==> config.mk <==
export PLATFORM = sky130hd
export DESIGN_NAME = fetch_unit
export DESIGN_NICKNAME = d
export VERILOG_FILES = /design/src/rtl/fetch_unit.sv
export SDC_FILE = /design/constraint.sdc
export NUM_CORES = 1
export LEC_CHECK = 0
export BUFFER_PORTS_ARGS = -buffer_cell sky130_fd_sc_hd__buf_2
export CORE_ASPECT_RATIO = 0.6
export CORE_UTILIZATION = 25
export CTS_CLUSTER_SIZE = 8
export DETAILED_ROUTE_END_ITERATION = 10
export SLEW_MARGIN = 20
export SYNTH_ARGS = -nofsm -noshare
export SYNTH_HDL_FRONTEND = slang
export SYNTH_SLANG_ARGS = --single-unit
==> constraint.sdc <==
create_clock -name clk -period 3.2 [get_ports clk]
set_input_delay 0.16 -clock clk [delete_from_list [all_inputs] [get_ports clk]]
set_output_delay 0.16 -clock clk [all_outputs]
set_load 0.03 [all_outputs]
==> src/rtl/fetch_unit.sv <==
// Instruction fetch: issues in-order reads at the PC, pairs returned words with
// their addresses in a small circular buffer and hands them to decode.
module fetch_unit #(
    parameter int WIDTH = 32,
    parameter int DEPTH = 4
) (
    input  logic             clk,
    input  logic             n_rst,
    input  logic [WIDTH-1:0] i_pc,
    output logic             o_pc_step,
    input  logic             i_flush,
    output logic             o_mem_req_valid,
    input  logic             i_mem_req_ready,
    output logic [WIDTH-1:0] o_mem_req_addr,
    input  logic             i_mem_rsp_valid,
    input  logic [WIDTH-1:0] i_mem_rsp_data,
    output logic             o_inst_valid,
    input  logic             i_inst_ready,
    output logic [WIDTH-1:0] o_inst,
    output logic [WIDTH-1:0] o_inst_pc
);
    localparam int PW = $clog2(DEPTH);
    localparam int CW = $clog2(DEPTH + 1);
    localparam logic [CW:0] DEPTH_C = (CW + 1)'(DEPTH);

    logic [WIDTH-1:0] pc_mem   [DEPTH];
    logic [WIDTH-1:0] data_mem [DEPTH];
    logic [DEPTH-1:0] filled;
    logic [PW-1:0]    head, tail, fptr;
    // pend: allocated entries still waiting for their response
    logic [CW-1:0]    count, drop, pend;
    logic [CW:0]      used;
    logic             run, accept, hs, rsp_keep, rsp_drop;

    assign used            = {1'b0, count} + {1'b0, drop};
    assign o_mem_req_valid = run && !i_flush && (used < DEPTH_C);
    assign o_mem_req_addr  = i_pc;
    assign accept          = o_mem_req_valid && i_mem_req_ready;
    assign o_pc_step       = accept;

    assign o_inst_valid = (count != '0) && filled[head];
    assign o_inst       = data_mem[head];
    assign o_inst_pc    = pc_mem[head];
    assign hs           = o_inst_valid && i_inst_ready && !i_flush;

    assign rsp_drop = i_mem_rsp_valid && (drop != '0);
    assign rsp_keep = i_mem_rsp_valid && (drop == '0);

    always_ff @(posedge clk or negedge n_rst) begin
        if (!n_rst) begin
            run    <= 1'b0;
            head   <= '0;
            tail   <= '0;
            fptr   <= '0;
            count  <= '0;
            drop   <= '0;
            pend   <= '0;
            filled <= '0;
        end else if (i_flush) begin
            // Everything owed to the old stream, minus the one arriving now.
            drop   <= drop + pend - CW'(i_mem_rsp_valid);
            head   <= '0;
            tail   <= '0;
            fptr   <= '0;
            count  <= '0;
            pend   <= '0;
            filled <= '0;
        end else begin
            run <= 1'b1;
            if (accept) begin
                tail         <= tail + PW'(1);
                filled[tail] <= 1'b0;
            end
            if (rsp_keep) begin
                filled[fptr] <= 1'b1;
                fptr         <= fptr + PW'(1);
            end
            if (rsp_drop)
                drop <= drop - CW'(1);
            if (hs)
                head <= head + PW'(1);
            count <= count + CW'(accept) - CW'(hs);
            pend  <= pend + CW'(accept) - CW'(rsp_keep);
        end
    end

    always_ff @(posedge clk) begin
        if (accept)
            pc_mem[tail] <= i_pc;
        if (rsp_keep && !i_flush)
            data_mem[fptr] <= i_mem_rsp_data;
    end

    a_rsp_owed: assert property (@(posedge clk) disable iff (!n_rst)
        i_mem_rsp_valid |-> (pend != '0 || drop != '0));

endmodule
==> metrics.md <==
| Metric | Value |
|---|---|
| Max rail drop VDD | 0.000314 V |
| Max-cap violations | 0 |
| Clock sink count | 276 |
| Routability congestion estimate from global placement | 0.723 |
| Vias per Instance | 4.06 |
| Worst setup SP type | register |
| Starting DRT DRC Count | 361 |
| Worst flop-to-flop path endpoint | pc_mem[1][9] |
| Largest net degree at the start of global routing | 69 |
| Die Ht | 163 um |
| Die Area | 0.0442 mm2 |
| Clock latency on the worst-skew pair | 0.55 ns |
| Final Hold Fails | 0 |
| Min-delay src | i_inst_ready |
| TritonCTS Buffers | 40 |
| Seq/Total Area, Yosys | 75.5% |
| Post-detail-place hpwl | 13.7 mm |
| Final Critical Period | 2.68 ns |
| Syn avg cell area | 21.5 um2 |
| IO Pins | 169 |
| PostCTS Resize Cnt | 0 |
| Reg2reg start | count[2] |
| Yosys Warn Count | 0 |
| Final period utilization | 83.8% |
| Critical path origin | count[2] |
| Drt first pass iters | 4 |
| CP Cell Sequence | ha_1 > or4b_4 > nor4b_4 > buf_4 > buf_2 |
| Critical path data arrival time | 2.52 ns |
| Worst R2R Path Depth | 6 |
| Routed WL | 23.4 mm |
| Core ar. | 0.0423 mm2 |
| Setup WS post-layout | 0.517 ns |
| Design area | 0.0140 mm2 |
| # diodes | 0 |
| Vias | 5,394 |
| CTS tree | built |
| Crit end category | output pin |
| Wire per inst | 17.6 um |
| Final Core Density | 33.2% |
| Vias in the first global route | 5,746 |
| LEAKAGE | 4.89 nW |
| Root buffer cell | clkbuf_16 |
| Buffers added on ports | 168 |
| Max Buffers Root-to-Sink | 3 |
| Worst slack at placement | 0.683 ns |
| Fillcell total | 4,035 |
| GR Overflow Total | 0 |
| Initial antenna violation count | 0 |
| All-Layer GR Usage | 10.5% |
| Total negative slack | 0 ns |
| RSZ-0062 raised after global routing | no |
| Hold path depth | 4 |
| Max Slew Vio Count | 0 |
| Mapped Cells | 505 |
| Layout cells sized above 1 | 39.9% |
| DR DRC count | 0 |
| Critical path class | register to output pin |
| Netlist area before placement | 0.0108 mm2 |
| Final #Nets | 834 |
| WHS | 0.118 ns |
| CP Max Fanout | 11 |
| Hold path endpoint | head[0] |
| Slew HR | 56.3% |
| Post-DRT Antenna Nets | 0 |
| Clk_skew | 0.0197 ns |
| Crit path largest cell delay | 0.50 ns |
| Min-delay worst type | primary input to register |
| P&R area growth vs syn | 29.4% |
| Dpl cell area | 0.0122 mm2 |
| Status | complete, no violations |
| First-pass GRT wire length | 35.0 mm |
| CTS clk-pin slew, worst paths | 0.05 ns |
| Die Wd | 271 um |
| Post-synth cell types | 39 |
| Initial Utilization | 25.6% |
| Post-synthesis net count | 597 |
| Final Setup Violations | 0 |
| Slowest CP cell | or4b_4 |
| Worst Path Required | 3.04 ns |
| Rows | 58 |
| Synth Register Bits | 276 |
| H-tree depth | 2 |
| Worst-Margin Slew | 0.656 ns |
| Highest clock rate | 0.373 GHz |
| R2r setup slk | 0.69 ns |
| PwrDens | 650 mW/mm2 |
==> timing repair <==
item                                   CTS  global route
hold buffers                            66             0
setup buffers                            0             0
endpoints found under the hold margin  279             0
==> kinds of logic after synthesis <==
family,share of synthesized area [%]
AOI/OAI and AO/OA,1.11
adders and majority gates,2.75
buffers and inverters,3.97
and+or+nand+nor,2.11
xor gates and xnor gates,0.704
muxes,13.9
DFF,75.5
==> registers in the layout, summed over array words and instances, names as in the netlist <==
register / cells
data_mem: 128
pc_mem: 128
filled: 4
count: 3
drop: 3
pend: 3
fptr: 2
head: 2
tail: 2
run: 1
==> worst max-delay path by stage <==
stage / end / slack, ns / cells past startpoint
6_report: o_pc_step / 0.52 / 5
4_1_cts: o_pc_step / 0.48 / 5
2_1_floorplan: pc_mem[0][0] / 0.32 / 5
3_3_place_gp: pc_mem[2][0] / 0.73 / 6
3_5_place_dp: pc_mem[1][0] / 0.68 / 6
5_1_grt: o_pc_step / 0.35 / 5
==> worst max-delay path, delay by kind of cell, from the launching register on <==
kind	cells	cell delay, ns
simple gates	2	0.79
buf+inv	2	0.47
flops	1	0.42
fa+ha+maj	1	0.30
==> report_power, final <==
part,switching (mW),internal [mW],leakage [nW]
sequential,0.0723,4.13,2.57
clock,1.54,2.31,0.546
combinational,0.623,0.449,1.78
==> placed cells by master (no fill, tap or decap), types with 8 or more instances in the layout <==
| master | Yosys | final |
|---|---|---|
| edfxtp_1 | 256 | 256 |
| mux4_2 | 64 | 64 |
| dlygate4sd3_1 | 0 | 66 |
| clkbuf_1 | 6 | 13 |
| nor2_1 | 8 | 8 |
| ha_1 | 19 | 19 |
| dfrtp_1 | 20 | 18 |
| nand2_1 | 9 | 9 |
| inv_1 | 21 | 17 |
| clkbuf_16 | 0 | 40 |
| buf_2 | 11 | 168 |
==> cell usage after synthesis <==
master / instances / share of area [%]
edfxtp_1: 256 / 71
mux4_2: 64 / 13
buf_4: 33 / 2.3
inv_1: 21 / 0.73
dfrtp_1: 20 / 4.6
ha_1: 19 / 2.2
buf_2: 11 / 0.51
nand2_1: 9 / 0.31
nor2_1: 8 / 0.28
clkbuf_1: 6 / 0.21
a31oi_1: 5 / 0.29
mux2i_1: 5 / 0.46
a22oi_1: 4 / 0.28
and2_1: 4 / 0.23
nor3_1: 4 / 0.18
xnor2_1: 4 / 0.32
fa_1: 3 / 0.55
o21ai_0: 3 / 0.14
a21oi_1: 2 / 0.092
and2b_1: 2 / 0.14
buf_6: 2 / 0.21
or3_1: 2 / 0.12
xor2_1: 2 / 0.16
and3_1: 1 / 0.058
clkinv_1: 1 / 0.035
mux2_2: 1 / 0.10
nand2b_1: 1 / 0.058
nand3b_1: 1 / 0.069
nand4bb_1: 1 / 0.10
nor2b_1: 1 / 0.058
nor4b_4: 1 / 0.22
nor4bb_1: 1 / 0.092
o21a_1: 1 / 0.069
o31a_1: 1 / 0.081
o31ai_1: 1 / 0.069
o32a_1: 1 / 0.092
or2b_1: 1 / 0.069
or4b_4: 1 / 0.13
xor3_1: 1 / 0.22
==> routing by layer <==
layer / part of all wire, % / wire [um] / GRT usage (%)
met1: 46 / 10700 / 14.2
met2: 47 / 11000 / 16.4
met3: 5.2 / 1220 / 2.97
met4: 2.1 / 493 / 3.18
met5: 0 / 0 / 0
==> per-stage QoR <==
step / power [mW] / cells
3_5_place_dp: 5.29 / 1204
6_report: 9.12 / 1327
4_1_cts: 9.29 / 1327
2_1_floorplan: 4.96 / 505
5_1_grt: 9.54 / 1327
3_3_place_gp: 5.28 / 1204
==> layout make-up <==
type | count | area (um2) | area share [%]
inverters | 22 | 82.6 | 0.589
flip-flops and latches | 276 | 8200 | 58.4
multi-input cells | 155 | 2230 | 15.9
clock inverters | 3 | 70.1 | 0.499
well taps | 570 | 713 | 5.08
clock buffers | 54 | 1060 | 7.58
repair buffers | 247 | 1670 | 11.9
Note: power is estimated with default switching activity, not from simulation.
